[config.mk]
export PLATFORM = sky130hd
export DESIGN_NAME = sync_fifo_flags
export DESIGN_NICKNAME = d
export VERILOG_FILES = /design/src/rtl/sync_fifo_flags_pkg.sv /design/src/rtl/sync_fifo_flags_ram.sv /design/src/rtl/sync_fifo_flags.sv
export SDC_FILE = /design/constraint.sdc
export NUM_CORES = 1
export LEC_CHECK = 0
export CAP_MARGIN = 20
export CORE_MARGIN = 2
export CORE_UTILIZATION = 55
export CTS_CLUSTER_DIAMETER = 80
export DETAILED_ROUTE_END_ITERATION = 12
export PLACE_DENSITY = 0.81
export SLEW_MARGIN = 20
export SYNTH_ARGS = -nofsm -noshare
export SYNTH_HDL_FRONTEND = slang
export SYNTH_HIERARCHICAL = 1
export SYNTH_SLANG_ARGS = --single-unit
[constraint.sdc]
create_clock -name clk -period 3.4 [get_ports clk]
set_input_delay 0.51 -clock clk [delete_from_list [all_inputs] [get_ports clk]]
set_output_delay 0.51 -clock clk [all_outputs]
set_load 0.02 [all_outputs]
[src/rtl/sync_fifo_flags_pkg.sv]
// fifo_pkg: shared widths and parameter legality check for sync_fifo_flags
//   AW/CW       : pointer and count widths for the default depth
//   params_ok() : true when depth is a power of two >= 2 and thresholds are in range
package fifo_pkg;
    localparam int DEF_FIFOD = 8;
    localparam int AW = $clog2(DEF_FIFOD);
    localparam int CW = AW + 1;
    function automatic bit params_ok(input int fifod, input int afull, input int aempty);
        return fifod >= 2 && (fifod & (fifod - 1)) == 0 &&
               afull >= 1 && afull <= fifod && aempty >= 0 && aempty < fifod;
    endfunction
endpackage

[src/rtl/sync_fifo_flags_ram.sv]
// fifo_ram: simple dual-port storage, synchronous write, asynchronous read
//   clk   : write clock
//   we    : write enable
//   waddr : write address, wdata : write data
//   raddr : read address,  rdata : combinational read data
module fifo_ram #(
    parameter int DATAD = 8,
    parameter int FIFOD = 8
) (
    input  logic                     clk,
    input  logic                     we,
    input  logic [$clog2(FIFOD)-1:0] waddr,
    input  logic [DATAD-1:0]         wdata,
    input  logic [$clog2(FIFOD)-1:0] raddr,
    output logic [DATAD-1:0]         rdata
);
    logic [DATAD-1:0] mem [FIFOD];
    always_ff @(posedge clk)
        if (we) mem[waddr] <= wdata;
    assign rdata = mem[raddr];
endmodule

[src/rtl/sync_fifo_flags.sv]
// sync_fifo_flags: single-clock FIFO with count, almost flags, error pulses and FWFT option
//   clk, rst        : clock, synchronous active-high reset
//   in, wr          : write data and request
//   rd, out         : read request and read data
//   full, empty     : count == FIFOD / count == 0
//   almost_full     : count >= AFULL
//   almost_empty    : count <= AEMPTY
//   count           : occupancy 0..FIFOD
//   overflow        : one-cycle pulse after a rejected write
//   underflow       : one-cycle pulse after a rejected read
module sync_fifo_flags
    import fifo_pkg::*;
#(
    parameter int DATAD  = 8,
    parameter int FIFOD  = 8,
    parameter int AFULL  = FIFOD - 2,
    parameter int AEMPTY = 2,
    parameter int FWFT   = 0
) (
    input  logic                   clk,
    input  logic                   rst,
    input  logic [DATAD-1:0]       in,
    input  logic                   wr,
    input  logic                   rd,
    output logic [DATAD-1:0]       out,
    output logic                   full,
    output logic                   empty,
    output logic                   almost_full,
    output logic                   almost_empty,
    output logic [$clog2(FIFOD):0] count,
    output logic                   overflow,
    output logic                   underflow
);
    localparam int PW = $clog2(FIFOD);
    localparam int NW = PW + 1;

    if (!params_ok(FIFOD, AFULL, AEMPTY)) begin : g_bad_params
        $error("sync_fifo_flags: illegal FIFOD/AFULL/AEMPTY combination");
    end

    logic [PW-1:0]    wr_ptr, rd_ptr;
    logic [DATAD-1:0] rdata;
    logic             rd_ok, wr_ok;

    // A read on a full FIFO frees the slot the concurrent write uses.
    assign rd_ok = rd && !empty;
    assign wr_ok = wr && (!full || rd_ok);

    assign full         = count == NW'(FIFOD);
    assign empty        = count == '0;
    assign almost_full  = count >= NW'(AFULL);
    assign almost_empty = count <= NW'(AEMPTY);

    always_ff @(posedge clk) begin
        if (rst) begin
            wr_ptr    <= '0;
            rd_ptr    <= '0;
            count     <= '0;
            overflow  <= 1'b0;
            underflow <= 1'b0;
        end else begin
            if (wr_ok) wr_ptr <= wr_ptr + 1'b1;
            if (rd_ok) rd_ptr <= rd_ptr + 1'b1;
            count     <= (wr_ok && !rd_ok) ? count + 1'b1 :
                         (rd_ok && !wr_ok) ? count - 1'b1 : count;
            overflow  <= wr && !wr_ok;
            underflow <= rd && !rd_ok;
        end
    end

    // Reset takes priority over a same-cycle write, so storage is not touched.
    fifo_ram #(.DATAD(DATAD), .FIFOD(FIFOD)) u_ram (
        .clk   (clk),
        .we    (wr_ok && !rst),
        .waddr (wr_ptr),
        .wdata (in),
        .raddr (rd_ptr),
        .rdata (rdata)
    );

    if (FWFT != 0) begin : g_fwft
        assign out = rdata;
    end else begin : g_std
        always_ff @(posedge clk)
            if (rst) out <= '0;
            else if (rd_ok) out <= rdata;
    end
endmodule

==> metrics.md, run 1 <==
| Metric | Value |
|---|---|
| Final Setup Violations | `0` |
| Minimum clock period | `roughly 2.8 ns` |
| Register bit total from synthesis | `between 80 and 90` |
| Top cell type's share of synthesized area | `0.562` |
| Final period util | `0.825` |
| Peak supply drop | `about 0.4 mV` |
| R2r endpoint | `count[3]` |
| Global route total overflow | `0` |
| Synth Area per Inst | `between 15 and 20 sq um` |
| Critical-path top delay cell | `or4b_4` |
| Max Cap Viol | `0` |
| Crit. End Element | `flip-flop` |
| CP Data Required Time | `3.65 ns` |
| H-tree depth | `3` |
| WL final | `5610 um` |
| TritonCTS Sinks | `84` |
| Power per cell area | `between 600 and 700 nW/um^2` |
| Count of cell types in the netlist | `34` |
| Reg2Reg Depth | `10` |
| Worst Hold Class | `reg -> reg` |
| Leakage | `1.40 nW` |
| All-Layer GR Usage | `0.173` |
| Yosys warns | `6` |
| Setup_tns | `0 ns` |
| Max Clk Rate | `approximately 0.36 GHz` |
| Drt pass-1 iters | `4` |
| Residual DRC count | `0` |
| Wire per inst | `between 15 and 20 um` |
| CP max stage delay | `~0.54 ns` |
| Io pins | `30` |
| Clk_lat worst skew | `around 0.35 ns` |
| RSZ-0062 raised after global routing | `false` |
| Share of cells above drive strength 1 | `0.155` |
| First-pass GRT wire length | `8940 um` |
| # rows | `28` |
| Chip height | `around 83 um` |
| Setup Skew | `about 0.012 ns` |
| DIE AREA | `between 6000 and 7000 sq um` |
| Hold Startpoint | `out[0]` |
| Worst-margin pin slew | `approximately 0.94 ns` |
| Crit start category | `flip-flop` |
| Post-CTS Setup Repair Bufs | `0` |
| Area added between synthesis and finish | `18.6%` |
| Final Util | `0.680` |
| Post-detailed-route count of antenna-violating nets | `0` |
| Initial Util | `0.574` |
| Clock Tree Buf Depth | `2` |
| Slew Limit Fails | `0` |
| Seq/Total Area, Yosys | `0.680` |
| DP Wirelength | `between 3000 and 4000 um` |
| Largest net degree at the start of global routing | `23` |
| Resized Gates After CTS | `0` |
| Final hold vios | `0` |
| Critical R2R Launch | `count[3]` |
| Total power | `2.81 mW` |
| Die width | `about 83 um` |
| DR vias/cell | `5.66` |
| Post-Synthesis Cells | `just over 200` |
| Via Count | `between 1500 and 2000` |
| Buf/Inv on CP | `2` |
| GP Congestion | `slightly above 0.7` |
| Yosys top cell by area | `edfxtp_1` |
| Nets | `~270` |
| WHS Path Cells | `2` |
| Critical path arrival | `3.05 ns` |
| Mapped Area | `between 3000 and 4000 sq um` |
| # diodes | `0` |
| FF-to-FF setup slack | `0.60 ns` |
| Hold EP | `out[0]` |
| Slew Limit Headroom | `0.371` |
| Clock-pin transition on the worst setup and hold timing paths | `0.09 ns` |
| Mapped Nets | `between 200 and 250` |
| Crit Path Max Fanout | `8` |
| Initial drt markers | `86` |
| Ranking of synthesized cells by area | `edfxtp_1, dfxtp_1, mux4_1` |
| CTS tree | `yes` |
| Initial antenna violation count | `0` |
| Buffers on Ports | `29` |
| Cell Chain, Critical Path | `or4b_4 -> o21ai_4 -> inv_1 -> ha_1 -> inv_1 -> ha_1 -> a21oi_1 -> a211oi_1 -> a31oi_1 -> mux2_2` |
| Crit path kind | `reg -> reg` |
| Cts bufs inserted | `9` |
| Number of global-route vias before repair | `approximately 1800` |
| Core area | `5960 sq um` |
| CP delay by family, top | `compound AO/OA/AOI/OAI gates` |
| Run status | `complete, no violations` |
| Post-CTS Hold Buffers | `0` |
| Root Driver | `clkbuf_8` |
[report_power, final]
group          leakage, nW  total [mW]  internal (mW)  switching [mW]
clock                0.112       0.794          0.425           0.369
sequential           0.742        1.30           1.18           0.120
combinational        0.545       0.716          0.396           0.320
total                 1.40        2.81           2.00           0.809
[state kept, by name (all words and copies together) (netlist names)]
signal / cells
count: 4
wr_ptr: 3
overflow: 1
underflow: 1
rd_ptr: 3
out: 8
u_ram/mem: 64
[final cells by class]
class,instances,area [sq um]
inverter,5,18.8
sequential,84,2320
fill,406,1900
multi-input combinational,107,1020
clock inverter,7,105
tap,75,93.8
timing repair buffer,40,373
clock buffer,9,124
[worst reg2reg max path: cells and delay by family, from the launching register on]
kind            cells  cell delay [ns]
simple gates        1             0.55
compound gates      4             0.67
flops               1             0.47
buf+inv             2             0.21
fa+ha+maj           2             0.49
mux                 1             0.34
[placed cells by master, fill, tap and decap left out, drive strengths merged]
cell	count
bufinv	2
nand2b	3
mux4	16
a211oi	2
nor2	18
nor4b	1
mux2i	2
nand2	21
edfxtp	64
a31oi	1
clkbuf	9
nand3	1
ha	5
a21oi	11
fa	1
a21o	1
xnor2	2
clkdlybuf4s50	29
o21ai	1
buf	11
inv	7
nor2b	1
o211ai	1
o41a	1
clkinv	2
mux2	9
or4	1
clkinvlp	1
nor3	2
dfxtp	20
xor2	4
nor3b	1
or4b	1
[kinds of logic after synthesis]
group	Yosys count	synth area share
xor gates and xnor gates	6	0.0154
buffers and inverters	14	0.0231
and+or+nand+nor	50	0.0655
DFF	84	0.680
adders and majority gates	6	0.0242
muxes	27	0.157
AOI/OAI and AO/OA	18	0.0348
[per-stage QoR]
stage	setup WS [ns]	hold WS, ns	std cells	instance area, sq um
2_1_floorplan	0.700	0.452	205	3420
3_3_place_gp	0.506	0.442	311	3820
3_5_place_dp	0.438	0.448	311	3820
4_1_cts	0.606	0.461	327	4050
5_1_grt	0.391	0.479	327	4050
6_report	0.596	0.457	327	4050
[routing by layer]
layer | wire length [um] | vias up | track usage | share of wire
met5 | 0 | - | 0 | 0
met4 | 61 | 0 | 0.0596 | 0.011
met3 | 379 | 5 | 0.0577 | 0.068
met2 | 2800 | 57 | 0.277 | 0.50
met1 | 2370 | 914 | 0.225 | 0.42
li1 | - | 875 | - | -
[worst max-delay path by stage]
stage	depth (start not counted)	slack [ns]	startpoint	endpoint
after global routing	10	0.39	count[3]	count[3]
after CTS	10	0.61	count[3]	count[3]
after detailed placement	10	0.44	rd	count[3]
after floorplan	10	0.70	count[3]	count[3]
final	10	0.60	count[3]	count[3]
after global placement	10	0.51	rd	count[3]
[synthesized netlist by cell type, drive strengths merged]
master and n:
a211oi 2, a21o 1, a21oi 11, a31oi 1, buf 6, clkbuf 3, clkinv 1, dfxtp 20
edfxtp 64, fa 1, ha 5, inv 4, mux2 9, mux2i 2, mux4 16, nand2 21
nand2b 3, nand3 1, nor2 18, nor2b 1, nor3 2, nor3b 1, nor4b 1, o211ai 1
o21ai 1, o41a 1, or4 1, or4b 1, xnor2 2, xor2 4
(Power assumes the default switching activity.)
==> run 2: changes to the inputs <==
--- a/config.mk
+++ b/config.mk
@@ -7,10 +7,10 @@
 export LEC_CHECK = 0
 export CAP_MARGIN = 20
 export CORE_MARGIN = 2
-export CORE_UTILIZATION = 55
+export CORE_UTILIZATION = 51
 export CTS_CLUSTER_DIAMETER = 80
 export DETAILED_ROUTE_END_ITERATION = 12
-export PLACE_DENSITY = 0.81
+export PLACE_DENSITY = 0.79
 export SLEW_MARGIN = 20
 export SYNTH_ARGS = -nofsm -noshare
 export SYNTH_HDL_FRONTEND = slang
==> constraint.sdc (replaced) <==
create_clock -name clk -period 2.5 [get_ports clk]
set_input_delay 0.375 -clock clk [delete_from_list [all_inputs] [get_ports clk]]
set_output_delay 0.375 -clock clk [all_outputs]
set_load 0.02 [all_outputs]
==> metrics.md, run 2 (same netlist as run 1, synthesis figures left out) <==
| Metric | Value |
|---|---|
| Run status | `finished with violations` |
| Failing checks | `design-rule violations` |
| Setup ws final | `approximately 0.067 ns` |
| Residual DRC count | `3` |
| CP Data Required Time | `roughly 2.7 ns` |
| Reg area | `around 2300 sq um` |
| Max Clk Rate | `0.411 GHz` |
| Slew Limit Headroom | `0.513` |
| Commonest cells after routing, fill and taps aside | `edfxtp_1, clkdlybuf4s50_1, buf_4` |
| Setup_tns | `0 ns` |
| H-tree depth | `3` |
| Initial antenna violation count | `0` |
| Commonest non-fill, non-tap cell in the layout | `edfxtp_1` |
| Clk pwr share | `0.273` |
| Area of the multi-input gates | `about 1100 sq um` |
| Hold Startpoint | `out[5]` |
| Final period util | `0.973` |
| Cts bufs inserted | `9` |
| Filler cells | `between 400 and 500` |
| Final hold vios | `0` |
| Post-detailed-route count of antenna-violating nets | `0` |
| Reg2Reg Depth | `10` |
| GP Congestion | `about 0.74` |
| Max FFs per register | `64` |
| Setup Skew | `0.00759 ns` |
| Buffers on Ports | `29` |
| NetSw | `about 1.1 mW` |
| Io pins | `30` |
| Clock-pin transition on the worst setup and hold timing paths | `around 0.090 ns` |
| Slew Limit Fails | `0` |
| Number of global-route vias before repair | `about 1800` |
| Worst Hold Class | `reg -> reg` |
| Share of cells above drive strength 1 | `0.230` |
| WHS Path Cells | `2` |
| Final Util | `0.655` |
| Critical path arrival | `2.67 ns` |
| All-Layer GR Usage | `0.173` |
| Crit path kind | `reg -> reg` |
| Clk_lat worst skew | `0.34 ns` |
| Reg power frac | `0.424` |
| Clock Tree Buf Depth | `2` |
| Die width | `around 86 um` |
| RSZ-0062 raised after global routing | `false` |
| Crit. End Element | `flip-flop` |
| DIE AREA | `between 7000 and 8000 sq um` |
| Critical R2R Launch | `count[0]` |
| R2r endpoint | `count[3]` |
| Top reg by flops | `u_ram/mem` |
| FF-to-FF setup slack | `about 0.067 ns` |
| Post-CTS Hold Buffers | `0` |
| Combinational share of power | `0.303` |
| Non-filler cells, final | `342` |
| Setup Slack @ Placement | `0.0163 ns` |
| Int Power | `2.82 mW` |
| DR vias/cell | `5.42` |
| Minimum clock period | `2.43 ns` |
| Root Driver | `clkbuf_8` |
| Chip height | `85.9 um` |
| Placed Instances | `324` |
| Drt pass-1 iters | `8` |
| Hold EP | `out[5]` |
| Peak supply drop | `0.497 mV` |
| Area added between synthesis and finish | `23.1%` |
| TritonCTS Sinks | `84` |
| Initial drt markers | `119` |
| Sw Ratio | `0.289` |
| Core area | `6420 sq um` |
| Wire per inst | `roughly 17 um` |
| Power per cell area | `about 940 nW/um^2` |
| Nets | `278` |
| # rows | `29` |
| Initial Util | `0.532` |
| Leakage | `~1.5 nW` |
| First-pass GRT wire length | `around 9400 um` |
| Crit Path Max Fanout | `4` |
| Max Cap Viol | `0` |
| Top flop regs | `u_ram/mem x64, out x8, count x4` |
| Final Setup Violations | `0` |
| CTS tree | `yes` |
| Hold WS | `about 0.46 ns` |
| Largest net degree at the start of global routing | `22` |
| Crit start category | `flip-flop` |
| Worst-margin pin slew | `about 0.73 ns` |
| Global route total overflow | `0` |
| Via Count | `between 1500 and 2000` |
| WL final | `~6000 um` |
| # diodes | `0` |
| DP Wirelength | `roughly 3900 um` |
## run 2: changes by cell type in the layout (fill, tap and decap cells not counted), moves of 2 or more
cell / previous run / this run
buf_4: 11 / 24
dfxtp_1: 20 / 16
dfxtp_2: 0 / 2
dfxtp_4: 0 / 2
ha_1: 5 / 3
ha_4: 0 / 2
## run 2: worst max-delay path by stage
stage,from,end,cells past startpoint
6_report,count[0],count[3],10
4_1_cts,count[1],count[3],10
3_5_place_dp,rd,count[3],11
5_1_grt,count[1],count[3],10
3_3_place_gp,rd,count[3],10
2_1_floorplan,count[1],count[3],10
## run 2: metal layers
| layer | up-vias | GRT usage | part of all wire |
|---|---|---|---|
| li1 | 897 | - | - |
| met1 | 915 | 0.231 | 0.44 |
| met2 | 32 | 0.285 | 0.52 |
| met3 | 9 | 0.0327 | 0.031 |
| met4 | 0 | 0.0693 | 0.015 |
| met5 | - | 0 | 0 |
## run 2: power by group through the flow
stage               clock [mW]  sequential (mW)  combinational (mW)
floorplan                    0             1.81               0.689
global route              1.17             1.70                1.29
detailed placement           0             1.72                1.14
finish                    1.08             1.68                1.20
CTS                       1.10             1.68                1.15
global placement             0             1.71                1.12
## run 2: what timing repair did
item,4_1_cts,5_1_grt
setup endpoints to repair,0,1
setup buffers,0,2
gates resized for setup,0,5
endpoints found under the hold margin,0,0
## run 2: area by class of cell
class | count | area share
flip-flops and latches | 84 | 0.554
repair buffers | 53 | 0.112
multi-input cells | 107 | 0.251
inverters | 5 | 0.00506
clock inverters | 7 | 0.0253
well taps | 77 | 0.0229
clock buffers | 9 | 0.0294
## run 2: worst max-delay path: stages, from the launching register on
cell      delay (ns)
dfxtp_2         0.33
or4b_4          0.57
o21ai_4         0.15
inv_1           0.08
ha_4            0.17
inv_4           0.07
ha_4            0.21
a21oi_4         0.14
a211oi_1        0.09
a31oi_1         0.16
mux2_2          0.34
## run 2: per-stage QoR
stage	power [mW]	instance area [sq um]
6_report	3.97	4210
5_1_grt	4.16	4210
4_1_cts	3.94	4170
3_5_place_dp	2.86	3940
3_3_place_gp	2.83	3940
2_1_floorplan	2.50	3440
==> run 3: changes to the inputs <==
--- a/config.mk
+++ b/config.mk
@@ -5,10 +5,11 @@
 export SDC_FILE = /design/constraint.sdc
 export NUM_CORES = 1
 export LEC_CHECK = 0
+export ABC_AREA = 1
 export CAP_MARGIN = 20
 export CORE_MARGIN = 2
-export CORE_UTILIZATION = 51
-export CTS_CLUSTER_DIAMETER = 80
+export CORE_UTILIZATION = 52
+export CTS_CLUSTER_DIAMETER = 40
 export DETAILED_ROUTE_END_ITERATION = 12
 export PLACE_DENSITY = 0.79
 export SLEW_MARGIN = 20
==> metrics.md, run 3 <==
| Metric | Value |
|---|---|
| Synth Area per Inst | `~9.4 sq um` |
| Largest family of logic cells by synthesized area | `simple AND/OR/NAND/NOR gates` |
| Core area | `around 7300 sq um` |
| Post-detailed-route count of antenna-violating nets | `0` |
| Via Count | `between 2000 and 3000` |
| All-Layer GR Usage | `0.200` |
| Chip height | `a little over 90 um` |
| Initial Util | `0.542` |
| TritonCTS Sinks | `84` |
| Seq/Total Area, Yosys | `0.588` |
| Register bit total from synthesis | `84` |
| Post-CTS Hold Buffers | `0` |
| Max Cap Viol | `0` |
| Share of cells above drive strength 1 | `0.120` |
| Fraction of synthesized cell area in xor and xnor cells | `0.00443` |
| WL met1 | `approximately 3100 um` |
| Setup Slack @ Placement | `around 0.17 ns` |
| DIE AREA | `between 8000 and 9000 sq um` |
| Top flop regs | `u_ram/mem x64, out x8, count x4` |
| Mapped Nets | `roughly 440` |
| Setup Skew | `between 0.006 and 0.007 ns` |
| Clock-pin transition on the worst setup and hold timing paths | `around 0.080 ns` |
| Slew Limit Headroom | `0.780` |
| GP Congestion | `approximately 0.78` |
| Number of global-route vias before repair | `about 2700` |
| Final Setup Violations | `0` |
| Adder-cell share of the synthesized area | `0.0209` |
| Crit Path Max Fanout | `6` |
| Largest net degree at the start of global routing | `33` |
| Total power | `around 4.0 mW` |
| WL final | `about 7600 um` |
| H-tree depth | `3` |
| Post-Synth Simple-Gate Area | `0.230` |
| Commonest non-fill, non-tap cell in the layout | `nand2_1` |
| Nets | `~480` |
| Setup ws final | `about 0.28 ns` |
| Yosys top cell by area | `edfxtp_1` |
| Reg2Reg Depth | `12` |
| Max FFs per register | `64` |
| Worst-margin pin slew | `roughly 0.33 ns` |
| First-pass GRT wire length | `between 10000 and 15000 um` |
| Initial drt markers | `between 200 and 250` |
| Die width | `just over 90 um` |
| Commonest cells after routing, fill and taps aside | `nand2_1, inv_1, edfxtp_1` |
| Count of cell types in the netlist | `26` |
| Post-CTS Setup Repair Bufs | `0` |
| Met3 routed WL | `487 um` |
| Met2 wire len | `3870 um` |
| Slew Limit Fails | `0` |
| CP Data Required Time | `around 2.1 ns` |
| Post-Synthesis Cells | `~420` |
| Highest routed layer | `met4` |
| Max Clk Rate | `0.451 GHz` |
| DP Wirelength | `5140 um` |
| Ranking of synthesized cells by area | `edfxtp_1, nand2_1, dfxtp_1` |
| Buffers on Ports | `29` |
| Hold EP | `out[4]` |
| Clock Tree Buf Depth | `2` |
| FF-to-FF setup slack | `~0.50 ns` |
| Yosys warns | `6` |
| Most common cell in the netlist | `nand2_1` |
| DR vias/cell | `between 4 and 5` |
| Leakage | `roughly 2.1 nW` |
| Root Driver | `clkbuf_8` |
| Peak supply drop | `0.350 mV` |
| DP Area | `~4400 sq um` |
| Critical path arrival | `about 1.8 ns` |
| # rows | `31` |
| Crit. End Element | `output port` |
| Power per cell area | `871 nW/um^2` |
| Proportion of synthesized area in mux cells | `0` |
| Residual DRC count | `0` |
| Crit path kind | `reg -> out` |
| Final hold vios | `0` |
| Setup_tns | `0 ns` |
| Resized Gates After CTS | `0` |
| Synth cell count leaders | `nand2_1, inv_1, edfxtp_1` |
| Top reg by flops | `u_ram/mem` |
| Final Cell Area | `about 4600 sq um` |
| RSZ-0062 raised after global routing | `false` |
| Hold Startpoint | `out[4]` |
| Top cell type's share of synthesized area | `0.486` |
| Run status | `complete, no violations` |
| Wire per inst | `between 10 and 15 um` |
| Mapped Area | `between 3000 and 4000 sq um` |
| Post-synthesis compound-gate area fraction | `0.0393` |
| Top_reg_cell synth | `edfxtp_1` |
| Area added between synthesis and finish | `15.4%` |
| FFs w/ async S/R, synth | `0` |
| Post-synth EDFFs | `64` |
| Cts bufs inserted | `9` |
| Crit start category | `flip-flop` |
| Minimum clock period | `approximately 2.2 ns` |
| Initial antenna violation count | `0` |
| CTS tree | `yes` |
| Final period util | `0.887` |
| Critical R2R Launch | `count[1]` |
| Global route total overflow | `0` |
| Drt pass-1 iters | `4` |
| Io pins | `30` |
| Clk_lat worst skew | `approximately 0.34 ns` |
| # diodes | `0` |
| WHS Path Cells | `2` |
| R2r endpoint | `count[3]` |
| Worst Hold Class | `reg -> reg` |
-- run 3: area by class of cell --
cell class	count	area, sq um
Fill cell	608	2730
Sequential cell	84	2320
Multi-Input combinational cell	233	1170
Timing Repair Buffer	46	418
Inverter	87	329
Clock buffer	14	185
Tap cell	99	124
Clock inverter	2	15.0
-- run 3: where the power goes --
group          total, mW  internal [mW]  switching [mW]
Combinational       1.33          0.509           0.822
Clock              0.928          0.483           0.445
Sequential          1.71           1.60           0.107
Total               3.97           2.60            1.37
-- run 3: worst max-delay path: stages, from the launching register on --
cell             delay, ns
dfxtp_1               0.51
inv_1                 0.13
o21ai_0               0.21
clkdlybuf4s50_1       0.64
-- run 3: stage by stage --
step	std cells	util	hold WS [ns]
5_1_grt	565	0.625	0.498
6_report	565	0.625	0.477
3_5_place_dp	549	0.598	0.468
3_3_place_gp	549	0.598	0.459
4_1_cts	565	0.625	0.480
2_1_floorplan	419	-	0.452
-- run 3: how the worst max path moves through the flow --
stage	from	end	slack, ns	cells past startpoint
floorplan	count[0]	count[3]	0.46	13
global placement	rd	count[3]	0.24	14
detailed placement	rd	count[3]	0.17	14
CTS	count[1]	almost_full	0.26	3
global route	count[1]	almost_full	0.19	3
finish	count[1]	almost_full	0.28	3
-- run 3: kinds of logic after synthesis --
| kind of cell | count (synthesis) |
|---|---|
| buffers and inverters | 102 |
| and+or+nand+nor | 200 |
| adders and majority gates | 6 |
| DFF | 84 |
| xor gates and xnor gates | 2 |
| AOI/OAI and AO/OA | 25 |
-- run 3: routing by layer --
metal / vias up / global-route usage
met4: 0 / 0.0947
met2: 67 / 0.336
met3: 13 / 0.0415
met5: - / 0
li1: 1394 / -
met1: 1266 / 0.247
==> patch, RTL diff (config.mk and constraints of run 1) <==
Make the reset (`rst`) asynchronous in 2 clocked blocks. Comments in the files are not updated.
--- a/src/rtl/sync_fifo_flags.sv
+++ b/src/rtl/sync_fifo_flags.sv
@@ -52,5 +52,5 @@
     assign almost_empty = count <= NW'(AEMPTY);
 
-    always_ff @(posedge clk) begin
+    always_ff @(posedge clk or posedge rst) begin
         if (rst) begin
             wr_ptr    <= '0;
@@ -82,5 +82,5 @@
         assign out = rdata;
     end else begin : g_std
-        always_ff @(posedge clk)
+        always_ff @(posedge clk or posedge rst)
             if (rst) out <= '0;
             else if (rd_ok) out <= rdata;
Formal check against the unedited RTL: differs if rst is asserted again (counterexample within 4 cycles, from zero or initial values and one cycle with rst high); with rst held inactive, the same outputs for 10 cycles.
==> patch against run 1 <==
Die area is 3.2% higher; routed wire length rose by 6.9%; critical path type unchanged; sequential cell count unchanged; clock skew is 0.0022 ns higher; area after synthesis is 3.4% higher; setup slack worse by 0.17 ns; final area increased by 1.8%; power up 18%; global-route usage up 1.4 points.
==> patch: results (changes against run 1) <==
[global_route]
grt_use_total_pct = 18.7  ; +1.4 points
grt_max_degree = 21  ; -8.7%
grt_pass1_vias = 1861  ; +5.4%
grt_pass1_wl_mm = 9.60  ; +7.4%

[logic_synthesis]
yosysTopAreaCellShare_pct = 54.4  ; -1.8 points
synthTopCellsByArea = edfxtp_1, dfrtp_1, mux4_1
mappedNetlistNets = 202  ; -9.4%
synth_seq_area_share_pct = 68.6  ; +0.62 points
synthArstFlopShare_pct = 23.8  ; +24 points
ys_types = 39  ; +15%
synth_common_cells = edfxtp_1, dfrtp_1, mux2_2, mux4_1, nor2_1
yosysWarnings = 6  ; unchanged
synth-edff-count = 64  ; unchanged

[power]
swShare_pct = 31.6  ; +2.9 points
ir_worst_vdd_v = 0.000508  ; +27%
leakagePower_nw = 1.48  ; +5.9%

[final_layout]
nFillCells = 413  ; +1.7%
top_regs = u_ram/mem x64, out x8, count x4
drive_gt1_share_pct = 19.7  ; +4.2 points
finalNetCount = 242  ; -8.7%

[detailed_routing]
drt_iter0_drc = 179  ; +110%
routed_via_density = 5.83  ; +3.0%
dr.pass1.iters = 4  ; unchanged
wl_per_cell_um = 19.6  ; +14%

[status]
status = finished clean

[worst_setup_path]
crit_fanout = 9  ; +1
max_stage_delay_ns = 0.61  ; +0.07 ns
critPathArrivalTime_ns = 3.20  ; +0.15 ns
crit_family = simple AND/OR/NAND/NOR gates

[clock_tree]
clock-root-buffer = clkbuf_8
path_clk_slew_ns = 0.09  ; about the same
cts_buffers = 9  ; unchanged
clock_latency_ns = 0.36
cts_buffer_depth = 2  ; unchanged

[timing]
slew_headroom_pct = 39.5  ; +2.4 points
skew_ns = 0.0139  ; +0.00221 ns
report.final.setup_viol = 0  ; unchanged

[placement]
io_buffers = 29  ; unchanged
dpl.hpwl_mm = 3.75  ; +6.5%
gp_congestion = 0.787  ; +10%

[hold_path]
hp-class = reg -> reg

## patch: cell count changes after synthesis, sizes merged, moves of 2 or more
| cell | change |
|---|---|
| mux2 | +10 |
| nor2 | -10 |
| o211ai | +2 |
| a21oi | -9 |
| nand2 | -17 |
| dfxtp | -20 |
| xnor2 | +3 |
| xor2 | -3 |
| dfrtp | +20 |
## patch: final timing paths
| kind | startpoint | end | slack, ns | cells past startpoint |
|---|---|---|---|---|
| worst max-delay path | count[0] | count[3] | 0.43 | 9 |
| worst min-delay path | wr_ptr[2] | wr_ptr[2] | 0.49 | 1 |
| worst max register to register | count[0] | count[3] | 0.43 | 9 |
| worst min register to register | wr_ptr[2] | wr_ptr[2] | 0.49 | 1 |
| max in group asynchronous | rst | count[3] | 2.24 | 2 |
| min in group asynchronous | rst | wr_ptr[1] | 0.63 | 2 |
## patch: per-layer routing
metal	share of wire [%]	track usage, %
met2	51	29.9
met4	1.5	7.77
met1	42	24.0
met3	5.2	5.90
met5	0	0
## patch: power by group through the flow
stage	sequential (mW)	clock (mW)	combinational [mW]
floorplan	1.50	0	0.788
global route	1.57	0.787	1.16
finish	1.53	0.729	1.07
CTS	1.54	0.743	1.08
detailed placement	1.56	0	1.08
global placement	1.55	0	1.05
## patch: cell families (layout without fill, tap and decap cells)
group,Yosys count,after routing,synth area share [%]
compound gates,11,11,2.73
xor+xnor,6,6,1.49
fa+ha+maj,6,6,2.34
buf+inv,14,59,2.55
flops,84,84,68.6
mux,36,36,18.2
simple gates,27,27,4.07
## patch: cell type report
class                      count  area [um2]  share of cell area (%)
clock buffer                  10         138                    3.34
clock inverter                 6        72.6                    1.76
inverter                       5        18.8                   0.455
multi-input combinational     86        1020                    24.7
sequential                    84        2420                    58.7
tap                           77        96.3                    2.34
timing repair buffer          38         358                    8.67
## patch: worst register-to-register path: cells and delay by family (launching register included)
family / cells / cell delay (ns)
AND/OR/NAND/NOR: 2 / 1.14
adder cells (fa/ha/maj): 2 / 0.55
flip-flops: 1 / 0.51
AO/OA/AOI/OAI: 3 / 0.43
buffers and inverters: 2 / 0.22
## patch: stage by stage
stage / instances / worst slack (ns) / cell area (um2) / hold slack [ns] / power [mW]
after floorplan: 184 / 0.538 / 3530 / 0.440 / 2.29
after global placement: 290 / 0.563 / 3920 / 0.479 / 2.60
after detailed placement: 290 / 0.469 / 3920 / 0.479 / 2.64
after CTS: 306 / 0.435 / 4130 / 0.501 / 3.36
after global routing: 306 / 0.232 / 4130 / 0.524 / 3.51
final: 306 / 0.431 / 4130 / 0.494 / 3.33
